## src/rtl/sipo_rx_pkg.sv

```systemverilog
// sipo_rx_pkg: shared states, line levels and counter sizing for the framed serial receiver
package sipo_rx_pkg;
  typedef enum logic [1:0] {IDLE, DATA, PARITY, STOP} state_t;
  localparam logic START_BIT = 1'b1;
  localparam logic STOP_BIT = 1'b0;
  localparam logic IDLE_LEVEL = 1'b0;
  function automatic int cnt_w(input int w);
    return $clog2(w);
  endfunction
endpackage

```

## src/rtl/sipo_shift.sv

```systemverilog
// sipo_shift: serial-in parallel-out register, new bits enter at the MSB and shift right
module sipo_shift #(
  parameter int WIDTH = 8
) (
  input  logic             clk,
  input  logic             clear,
  input  logic             en,
  input  logic             si,
  output logic [WIDTH-1:0] q
);
  always_ff @(posedge clk) begin
    if (clear) q <= '0;
    else if (en) q <= {si, q[WIDTH-1:1]};
  end
endmodule

```

## src/rtl/sipo_frame_rx.sv

```systemverilog
// sipo_frame_rx: framed LSB-first serial receiver with valid/ready output, framing and overrun flags
// optional even parity bit and parity_err output when SIPO_RX_PARITY_EN is defined
module sipo_frame_rx
  import sipo_rx_pkg::*;
#(
  parameter int WIDTH = 8
) (
  input  logic             clk,
  input  logic             clear,
  input  logic             si,
  input  logic             ready,
  output logic [WIDTH-1:0] data_out,
  output logic             valid,
  output logic             busy,
  output logic             frame_err,
  output logic             overrun
`ifdef SIPO_RX_PARITY_EN
  ,
  output logic             parity_err
`endif
);
  localparam int CW = cnt_w(WIDTH);
`ifdef SIPO_RX_PARITY_EN
  localparam state_t POST_DATA = PARITY;
`else
  localparam state_t POST_DATA = STOP;
`endif
  state_t state, next;
  logic [CW-1:0] cnt;
  logic [WIDTH-1:0] shreg;
  logic shift_en, last, stop_edge, par_bad, good, load;
  sipo_shift #(.WIDTH(WIDTH)) u_shift (
    .clk(clk),
    .clear(clear),
    .en(shift_en),
    .si(si),
    .q(shreg)
  );
  assign last = cnt == CW'(WIDTH - 1);
  assign stop_edge = state == STOP;
  assign good = stop_edge && si == STOP_BIT && !par_bad;
  assign load = good && (!valid || ready);
  assign busy = state != IDLE;
  always_ff @(posedge clk) begin
    if (clear) state <= IDLE;
    else state <= next;
  end
  always_comb begin
    shift_en = state == DATA;
    next = state == IDLE   ? (si == START_BIT ? DATA : IDLE) :
           state == DATA   ? (last ? POST_DATA : DATA) :
           state == PARITY ? STOP : IDLE;
  end
`ifdef SIPO_RX_PARITY_EN
  logic par_bit;
  assign par_bad = ^shreg ^ par_bit;
  always_ff @(posedge clk) begin
    if (clear) begin
      par_bit <= 1'b0;
      parity_err <= 1'b0;
    end else begin
      if (state == PARITY) par_bit <= si;
      parity_err <= stop_edge && par_bad;
    end
  end
`else
  assign par_bad = 1'b0;
`endif
  // a word completing while the previous one is still held and not being taken is dropped
  always_ff @(posedge clk) begin
    if (clear) begin
      cnt <= '0;
      data_out <= '0;
      valid <= 1'b0;
      frame_err <= 1'b0;
      overrun <= 1'b0;
    end else begin
      cnt <= state == DATA ? cnt + CW'(1) : '0;
      if (load) data_out <= shreg;
      valid <= load || (valid && !ready);
      frame_err <= stop_edge && si != STOP_BIT;
      overrun <= good && valid && !ready;
    end
  end
endmodule

```

## config.mk

```make
export PLATFORM = sky130hd
export DESIGN_NAME = sipo_frame_rx
export DESIGN_NICKNAME = d
export VERILOG_FILES = /design/src/rtl/sipo_rx_pkg.sv /design/src/rtl/sipo_shift.sv /design/src/rtl/sipo_frame_rx.sv
export SDC_FILE = /design/constraint.sdc
export NUM_CORES = 1
export LEC_CHECK = 0
export BUFFER_PORTS_ARGS = -buffer_cell sky130_fd_sc_hd__buf_2
export CAP_MARGIN = 5
export CORE_ASPECT_RATIO = 0.9
export CORE_MARGIN = 2
export CORE_UTILIZATION = 57
export CTS_BUF_LIST = sky130_fd_sc_hd__clkbuf_2 sky130_fd_sc_hd__clkbuf_4 sky130_fd_sc_hd__clkbuf_8
export CTS_CLUSTER_SIZE = 30
export DETAILED_ROUTE_END_ITERATION = 10
export PLACE_DENSITY = 0.85
export SYNTH_ARGS = -nofsm -noshare
export SYNTH_HDL_FRONTEND = slang
export SYNTH_HIERARCHICAL = 1
export SYNTH_SLANG_ARGS = --single-unit
```

## constraint.sdc

```tcl
create_clock -name clk -period 1.2 [get_ports clk]
set_input_delay 0.06 -clock clk [delete_from_list [all_inputs] [get_ports clk]]
set_output_delay 0.06 -clock clk [all_outputs]
set_load 0.03 [all_outputs]
```

# Word level (Yosys, flattened, before mapping)
# Cells that the tools add are included.
[totals] mem_bits_ro=0 out_inout_bits=12 latchBits=0 word_cells=32 ram_bits=0 inputBits=4 register_bits=24 mem_count=0
[classes] n_lt_le_gt_ge=0 muxes=5 shift=0 n_bitwise=2 add_sub_neg=1 n_eq_ne=4 n_mul=0 reduce_logical=13 div_mod_pow=0
[op_table] operator="2-bit two-way mux" n=4
[op_table] operator="1-bit logical AND" n=6
[op_table] operator="2-bit equality test (second input constant)" n=2
[op_table] operator="3-bit by 1-bit adder with 3-bit output (second input constant)" n=1
[op_table] operator="3-bit equality test (second input constant)" n=1
[op_table] operator="2-bit by 1-bit equality test with 1-bit output (second input constant)" n=1
[op_table] operator="1-bit zero test" n=2
[op_table] operator="2-bit zero test" n=1
[op_table] operator="1-bit logical OR" n=2
[op_table] operator="1-bit inverter" n=2
[op_table] operator="2-bit nonzero test" n=1
[op_table] operator="2-bit OR reduction" n=1
[op_table] operator="1-bit two-way mux" n=1

# Longest topological paths before layout
# Gate-level depths: netlist of the first run.
[depth] ltp_word=4 mapped_depth=5 depth_no_buf=4

# Modules after synthesis
# Netlist of the first run, hierarchy kept.
[modules_own_cells] mod="sipo_frame_rx" area_per_inst_um2=719.4 seq_area_each_um2=320.3 cells_each=66 n_inst=1
[modules_own_cells] mod="sipo_shift" area_per_inst_um2=285.3 seq_area_each_um2=160.2 cells_each=26 n_inst=1

# Worst setup path after synthesis of the first run
# Ideal clock, no wire load.
[synth_path] kind="register to register" startpoint="register state[1]" endpoint="register u_shift.q[7]" n_path_buf=1 slack_ns=0.114 period_less_slack_ns=1.086 t_arrival_ns=0.962 path_stages_with_launch=6 setup_ns=0.124 t_required_ns=1.076 path_cell_list="dfxtp_1 inv_1 ha_1 buf_6 mux2i_1 nor2_1"
[synth_between] elab_chain_len=1
[synth_lines] item="start, declared" line_no="sipo_frame_rx.sv:28" rtl="state_t state, next;"
[synth_lines] item="start signal, assigned" line_no="sipo_frame_rx.sv:46" rtl="else state <= next;"
[synth_lines] item="2-bit by 1-bit equality test with 1-bit output" line_no="sipo_frame_rx.sv:49" rtl="shift_en = state == DATA;"
[synth_lines] item="net shift_en" line_no="sipo_frame_rx.sv:31" rtl="logic shift_en, last, stop_edge, par_bad, good, load;"
[synth_lines] item="end signal, assigned" line_no="sipo_shift.sv:13" rtl="else if (en) q <= {si, q[WIDTH-1:1]};"
[synth_lines] item="end, declared" line_no="sipo_shift.sv:9" rtl="output logic [WIDTH-1:0] q"
# The timed path passes the listed nets, and every way through them passes these cells.
# A chain may end at the register's enable or synchronous reset.

# Worst setup path in the final report of the first run
[layout_path] startpoint="register state[0]" endpoint="register data_out[7]"
[layout_between] elab_chain_len=3
[layout_lines] item="2-bit equality test" line_no="sipo_frame_rx.sv:40" rtl="assign stop_edge = state == STOP;"
[layout_lines] item="1-bit logical AND" line_no="sipo_frame_rx.sv:41" rtl="assign good = stop_edge && si == STOP_BIT && !par_bad;"
[layout_lines] item="1-bit logical AND" line_no="sipo_frame_rx.sv:42" rtl="assign load = good && (!valid || ready);"
[layout_lines] item="end signal, assigned" line_no="sipo_frame_rx.sv:79" rtl="if (load) data_out <= shreg;"
[layout_lines] item="end, declared" line_no="sipo_frame_rx.sv:12" rtl="output logic [WIDTH-1:0] data_out,"
# Every way passes these cells.

==> flow_results.org, run 1 <==
** Power
- Cell internal power was estimated by the tool at 0.967 mW.
- Overall power consumption after layout is estimated at ~1.2 mW.
- Switching Fraction :: 22.4%
- Fraction of power consumed by sequential logic :: 64.9%
- Power per standard cell area :: roughly 1000 nW/um^2
- Across the VDD grid, the largest voltage drop is 0.674 mV.
- In this run the static leakage power is 0.497 nW.
- Net switching power :: 0.279 mW
- In this run, the clock network consumes between 20% and 30% of the power.
- Logic pwr share :: 7.4%

** Hold path
- The worst hold path was traced through 3 stages.
- Hold/Removal Path Class :: in -> reg

** Setup path
- The signal on the critical path passes through ha_4, nand2b_4, nor2b_4, buf_12, mux2i_1.
- Required time of the critical path :: between 1 and 1.5 ns
- In this run the worst path has a maximum fanout of 8.
- Crit end category :: register
- On the worst path, the slowest cell contributes a delay of 0.41 ns.
- The worst setup path is launched from a register.
- Data on the critical path arrives at its endpoint at roughly 1.5 ns.
- CP max-delay cell :: dfxtp_4
- Number of cells on the worst reg-to-reg path :: 5
- The worst setup path is of the reg -> reg kind.

** Logic synthesis
- The average instance in the mapped netlist occupies 10.9 um^2.
- Summing every instance area after synthesis gives 1000 um^2.
- The synthesized design contains 24 register bits.
- Warnings, synthesis :: 6
- Proportion of synthesized chip area in sequential cells :: 47.8%
- Number of enable flip-flop cells after synthesis :: 0
- In the synthesized netlist the async set-or-reset flop fraction comes to 0%.
- Net Count, Synth :: 102
- For this run, the leading register cell type out of synthesis is dfxtp_1.
- Most frequently used cell type in the post-synthesis netlist :: dfxtp_1
- Ranked by total cell area, the synthesized netlist is headed by dfxtp_1, mux2i_1, nand2b_1.
- Synthesis produced a netlist whose cell count is 92.
- The commonest cells after synthesis are dfxtp_1, mux2i_1, nand2b_1, nor2_1, ha_1.
- The biggest area contributor in the post-synthesis netlist is dfxtp_1.
- Number of distinct library cells after synthesis :: 17
- Area share of the largest cell type after synthesis :: 47.8%

** Placement
- After detailed placement, the design holds a cell count of 127.
- Worst setup timing slack at the placement stage :: -0.0473 ns
- Port bufs :: 15
- Cell area after placement :: 1090 um^2
- HPWL after DPL :: 1.09 mm
- Weighted congestion reported at the end of routability-driven placement :: approximately 0.7

** Timing
- The count of final max-slew check failures was 0.
- Max Clk Rate :: ~0.81 GHz
- After layout, the worst setup slack is -0.0298 ns.
- Slew at the pin with the worst max-slew slack :: ~0.43 ns
- Clock period minus worst slack :: 1.23 ns
- On the final layout, the worst hold slack is 0.0181 ns.
- Unrepaired setup endpoints after global routing :: yes
- In this run the tightest slew margin relative to its limit is 71.5%.
- Period utilization :: 102%
- Setup violations, final :: 1
- Setup skew after layout :: 0.00568 ns
- Count of endpoints failing hold in the final timing report :: 0
- For the final routed database, the setup TNS stands at -0.0298 ns.

** Floorplan
- In this run the count of I/O pins placed on the die edge is 16.
- The floorplan step defined a core boundary enclosing 1660 um^2.
- The floorplan step set the die height to 43.8 um.
- Total Die Area :: 2120 um^2
- Width of the die :: 48.3 um
- Starting density of the core :: 60.4%
- In this run the core area contains 14 standard-cell rows.

** Run status
- The run finished, with violations left.
- The final reports fail on negative setup slack.

** Cells and area
- Post-synthesis to final-layout area growth :: 18.2%
- Number of nets in the layout :: 119
- Area of the multi-input gates :: ~510 um^2
- The count of cells in the finished layout, fillers not included, comes to 131.
- Finished layout cell area :: 1190 um^2
- The post-route netlist has between 20% and 30% of its cells at a drive strength greater than 1.
- Cells fill 71.4% of the core in the end.
- The number of antenna diodes in the final layout is 0.
- Filler Cell Count :: 126
- Registers take slightly below 500 um^2.

** CTS
- Clock tree synthesis selected as its root buffer the cell clkbuf_4.
- Total number of H-tree levels :: 1
- TritonCTS built the clock tree.
- Number of buffers added to fix hold violations after cts :: 0
- Clock insertion delay at the later pin of the skew report :: 0.31 ns
- Inserted Clock Buffers :: 3
- CTS clock-pin slew for the worst setup and hold paths :: 0.13 ns
- For this design, the sink count on the clock tree is 24.
- The clock passes through at most 2 buffers.

** GRT
- Met3 Track Usage GR :: 3.75%
- Number of antenna violations at the first check in global routing :: 0
- The number of global-route vias before repair was 571.
- Met2 Use GR :: 25.0%
- Total routing usage reported by global routing :: between 15 and 20%
- Most Crowded Layer GR :: met2
- Global routing used 22.2% of the available met1 tracks.
- The first global-routing pass estimated about 2.4 mm of wire.
- Total congestion overflow :: 0
- Maximum number of pins on one net before global-route repair :: 33

** Routing
- 1st-pass router iterations :: 4
- # DRC :: 0
- First DRT Iteration DRCs :: 9
- Antenna Violating Nets Remaining :: 0
- Final wirelength :: 1.65 mm
- Summing over every cut layer, the via total after detailed routing is roughly 640.
- After detailed routing, the number of vias per cell comes to approximately 4.8.
- In the final routed layout, each cell accounts on average for 12.6 um.

** Run
- Max-cap violations in this run came to 0.
## per-layer routing
metal	vias up	wire length (um)
met3	4	40
met4	0	35
met5	-	0
met1	294	791
met2	9	784
li1	328	-
## flip-flops by register name, indices dropped and copies added (netlist names)
signal	cells
data_out	8
u_shift/q	8
cnt	3
state	2
frame_err	1
overrun	1
valid	1
## power groups by stage
stage               combinational [mW]  sequential, mW  clock [mW]
floorplan                       0.0628           0.825           0
global placement                0.0820           0.826           0
detailed placement              0.0833           0.826           0
CTS                             0.0884           0.809       0.348
global route                    0.0998           0.810       0.374
finish                          0.0922           0.809       0.345
## critical path, delay by kind of cell (launching register included)
| kind | cells | cell delay [ns] |
|---|---|---|
| flip-flops | 1 | 0.41 |
| buffers and inverters | 1 | 0.14 |
| adder cells (fa/ha/maj) | 1 | 0.16 |
| multiplexers | 1 | 0.24 |
| AND/OR/NAND/NOR | 2 | 0.20 |
## kinds of logic after synthesis
group,after synthesis,share of synthesized area (%)
and+or+nand+nor,35,21.7
DFF,24,47.8
adders and majority gates,6,7.47
buffers and inverters,8,4.61
AOI/OAI and AO/OA,1,0.498
muxes,18,17.9
## cell usage in the layout, fill, tap and decap left out
| cell type | instances |
|---|---|
| dfxtp_1 | 22 |
| mux2i_1 | 17 |
| nand2b_1 | 16 |
| buf_2 | 14 |
| nor2_1 | 10 |
| ha_1 | 3 |
| clkbuf_4 | 3 |
| inv_4 | 2 |
| nand2b_4 | 2 |
| and3b_1 | 2 |
| nor3_1 | 2 |
| ha_4 | 2 |
| buf_12 | 2 |
| dfxtp_4 | 2 |
| inv_2 | 1 |
| nor2b_4 | 1 |
| a21oi_1 | 1 |
| nand2_1 | 1 |
| nor3b_1 | 1 |
| mux2i_2 | 1 |
| ha_2 | 1 |
| buf_6 | 1 |
## area by class of cell
class	instances	area share (%)
clock buffers	3	1.90
inverters	3	1.37
multi-input cells	60	42.9
flip-flops and latches	24	41.1
well taps	24	2.53
repair buffers	17	10.2
## repair_timing
action	4_1_cts	5_1_grt
pin swaps	0	0
hold endpoints to repair	0	0
setup endpoints to repair	9	18
buffers inserted	1	0
resized for setup	5	12
## path summary, 6_finish.rpt
check	endpoint	start	slack, ns
max reg2reg	data_out[7]	state[0]	-0.03
min	overrun	ready	0.02
max	data_out[7]	state[0]	-0.03
min reg2reg	cnt[0]	cnt[0]	0.44
No activity file was read; power rests on OpenSTA's default activity.
==> inputs of run 2 (changes only) <==
--- a/config.mk
+++ b/config.mk
@@ -9,11 +9,11 @@
 export CAP_MARGIN = 5
 export CORE_ASPECT_RATIO = 0.9
 export CORE_MARGIN = 2
-export CORE_UTILIZATION = 57
+export CORE_UTILIZATION = 51
 export CTS_BUF_LIST = sky130_fd_sc_hd__clkbuf_2 sky130_fd_sc_hd__clkbuf_4 sky130_fd_sc_hd__clkbuf_8
 export CTS_CLUSTER_SIZE = 30
 export DETAILED_ROUTE_END_ITERATION = 10
-export PLACE_DENSITY = 0.85
+export PLACE_DENSITY = 0.81
 export SYNTH_ARGS = -nofsm -noshare
 export SYNTH_HDL_FRONTEND = slang
 export SYNTH_HIERARCHICAL = 1
==> constraint.sdc (replaced) <==
create_clock -name clk -period 1.1 [get_ports clk]
set_input_delay 0.055 -clock clk [delete_from_list [all_inputs] [get_ports clk]]
set_output_delay 0.055 -clock clk [all_outputs]
set_load 0.03 [all_outputs]
==> flow_results.org, run 2 (synthesis results as in run 1) <==
** Run status
- Status: complete, but fails checks (unchanged).
- Violations in the final reports :: negative setup slack (unchanged)

** Timing
- Clock period minus worst slack :: 1.21 ns (was 1.23 ns)
- Count of endpoints failing hold in the final timing report :: 0 (unchanged)
- Max Clk Rate :: 0.824 GHz (was 0.813 GHz)
- Setup skew after layout :: 0.00440 ns (was 0.00568 ns)
- Unrepaired setup endpoints after global routing :: yes (unchanged)
- Final Worst Setup Slack :: -0.113 ns (was -0.0298 ns)
- Setup violations, final :: 19 (was 1)
- The transition at the pin with the smallest max-transition slack is 0.446 ns (was 0.428 ns).
- Final-layout setup total negative slack :: -0.885 ns (was -0.0298 ns)
- The share of the clock period used by the worst path came to 110% (was 102%).
- The headroom to the max-slew limit is 70.3% (was 71.5%).
- Total count of max-transition violations in the final report :: 0 (unchanged)

** Routing
- The number of detailed-route iterations in the first pass came to 4 (unchanged).
- The met1 wire length is 841 um (was 791 um).
- The post-route DRC violation count was 0 (unchanged).
- The total routed wirelength was 1.78 mm (was 1.65 mm).
- Via count of the routed design :: 679 (was 635)
- First DRT Iteration DRCs :: 17 (was 9)
- The detailed-routed wire length on met3 was 57 um (was 40 um).
- Detailed-routed wire length on met2 :: 855 um (was 784 um)
- Drt via density :: 4.92 (was 4.85)
- The highest signal layer in the routed design was met4 (unchanged).
- The average routed wire per standard cell is 12.9 um (was 12.6 um).
- Antenna Violating Nets Remaining :: 0 (unchanged)

** Setup path
- The largest fanout on the critical path was 6 (was 8).
- Data arrival time of the worst path :: 1.39 ns (was 1.45 ns)
- The reg-to-reg setup timing slack was -0.11 ns (was -0.03 ns).
- Worst R2R End :: u_shift/q[7] (was data_out[7])
- Required time of the critical path :: 1.27 ns (was 1.42 ns)
- The launching element type of the critical path is a register (unchanged).
- The depth of the worst register-to-register path came to 5 (unchanged).
- Crit end category :: register (unchanged)
- The startpoint of the most critical register-to-register path was state[0] (unchanged).
- The kind of critical path is reg -> reg (unchanged).

** Cells and area
- Largest regs: data_out x8, u_shift/q x8, cnt x3 (unchanged).
- Most used cells in the layout excluding fill and tap cells: dfxtp_1, mux2i_1, nand2b_1 (unchanged).
- The area taken by flip-flops and latches came to 485 um^2 (was 488 um^2).
- The fill cell instance count of the final layout was 150 (was 126).
- Number of nets in the layout :: 125 (was 119)
- The final cell count without fillers was 138 (was 131).
- The area used by multi-input combinational logic was 505 um^2 (was 509 um^2).
- The antenna diode instance count is 0 (unchanged).
- Most common cell after layout, fill and taps aside :: dfxtp_1 (unchanged)
- The area overhead of the layout relative to synthesis was 24.8% (was 18.2%).
- Proportion of layout cells with a drive suffix above 1 :: 31.9% (was 29.9%)

** Power
- Net switching power :: 0.296 mW (was 0.279 mW)
- Switching Fraction :: 21.5% (was 22.4%)
- The cell internal power dissipation is 1.08 mW (was 0.967 mW).
- Power per standard cell area :: 1100 nW/um^2 (was 1050 nW/um^2)
- Leak Pwr :: 0.532 nW (was 0.497 nW)
- The part of the power in registers was 63.9% (was 64.9%).
- The peak supply drop came to 0.614 mV (was 0.674 mV).
- The power share of the combinational group is 10.2% (was 7.4%).
- Part of the power in the clock network :: 25.9% (was 27.7%)

** Floorplan
- Total Die Area :: 2340 um^2 (was 2120 um^2)
- Die Height :: 46.1 um (was 43.8 um)
- Top-level I/O count :: 16 (unchanged)
- The die width was 50.8 um (was 48.3 um).
- The initial core utilization is 53.0% (was 60.4%).
- The number of placement rows is 15 (was 14).
- The core area is 1900 um^2 (was 1660 um^2).

** Hold path
- The worst hold path cell count came to 3 (unchanged).
- Hold path endpoint :: overrun (unchanged)
- HP Start :: ready (unchanged)
- Hold/Removal Path Class :: in -> reg (unchanged)

** CTS
- The clock root buffer master was clkbuf_4 (unchanged).
- The clock-pin slew on the worst setup and hold paths was 0.11 ns (was 0.13 ns).
- Clock tree from TritonCTS :: built (unchanged)
- The number of buffers created by CTS is 3 (unchanged).
- Clock insertion delay at the later pin of the skew report :: 0.30 ns (was 0.31 ns)
- The H-tree depth reported by CTS was 1 (unchanged).
- The clock tree buffer depth was 2 (unchanged).
- TritonCTS sink count :: 24 (unchanged)

** Placement
- Number of placed cells counting well taps :: 130 (was 127)
- The HPWL reported at the end of detailed placement came to 1.13 mm (was 1.09 mm).
- The count of buffers inserted at the top-level ports came to 15 (unchanged).
- Weighted congestion reported at the end of routability-driven placement :: 0.784 (was 0.708)

** GRT
- The all-layer global routing usage was 18.3% (was 16.9%).
- The wire length of the first global-routing pass is 2.93 mm (was 2.42 mm).
- The initial antenna violation count was 0 (unchanged).
- The remaining global-route overflow came to 0 (unchanged).
- The number of global-route vias before repair was 630 (was 571).
- Maximum number of pins on one net before global-route repair :: 33 (unchanged)

** Run
- Maxcap violations :: 0 (unchanged)
-- run 2: changes by cell type in the layout (fill, tap and decap cells not counted), sizes merged --
cell	change
buf	+5
dlygate4sd3	+1
-- run 2: metrics by stage --
| stage | cell area (um^2) | utilization (%) | total power, mW | worst slack [ns] | hold WS [ns] |
|---|---|---|---|---|---|
| final | 1250 | 66.1 | 1.38 | -0.113 | 0.0264 |
| after global routing | 1250 | 66.1 | 1.45 | -0.152 | 0.0108 |
| after CTS | 1250 | 66.1 | 1.40 | -0.105 | 0.0131 |
| after detailed placement | 1110 | 58.6 | 0.998 | -0.154 | 0.328 |
| after global placement | 1110 | 58.6 | 0.993 | -0.0708 | 0.331 |
| after floorplan | 1000 | - | 0.969 | 0.0142 | 0.178 |
-- run 2: how the worst max path moves through the flow --
| stage | startpoint | end | slack (ns) | cells after the start |
|---|---|---|---|---|
| after floorplan | state[1] | u_shift/q[7] | 0.01 | 5 |
| after global placement | state[1] | data_out[5] | -0.07 | 4 |
| after detailed placement | state[1] | data_out[3] | -0.15 | 4 |
| after CTS | state[0] | busy | -0.10 | 5 |
| after global routing | state[1] | data_out[6] | -0.15 | 5 |
| final | state[0] | u_shift/q[7] | -0.11 | 5 |
-- run 2: layout make-up --
| type | instances | area share (%) |
|---|---|---|
| Multi-Input combinational cell | 60 | 40.3 |
| Sequential cell | 24 | 38.7 |
| Timing Repair Buffer | 23 | 15.4 |
| Tap cell | 25 | 2.50 |
| Clock buffer | 3 | 1.80 |
| Inverter | 3 | 1.30 |
-- run 2: timing repair --
item	4_1_cts	5_1_grt
hold buffers	1	0
gates resized for setup	17	0
setup endpoints to repair	22	19
cloned	1	0
pin swaps	2	0
buffers inserted	3	0
endpoints found under the hold margin	1	0
-- run 2: power groups by stage --
stage | Clock [mW] | Sequential, mW | Combinational, mW
final | 0.357 | 0.881 | 0.140
after global placement | 0 | 0.900 | 0.0925
after global routing | 0.413 | 0.882 | 0.151
after floorplan | 0 | 0.900 | 0.0685
after detailed placement | 0 | 0.901 | 0.0963
after CTS | 0.378 | 0.880 | 0.139
-- run 2: per-layer routing --
layer  GRT usage, %  vias to the layer above
met1           22.0                      326
met2           30.5                       10
met4           9.73                        0
met3           4.87                        2
li1               -                      341
met5              0                        -
-- run 2: critical path, stage by stage, from the launching register on --
cell,delay [ns]
dfxtp_2,0.37
buf_6,0.12
ha_4,0.17
buf_12,0.13
mux2i_1,0.22
nor2_1,0.08
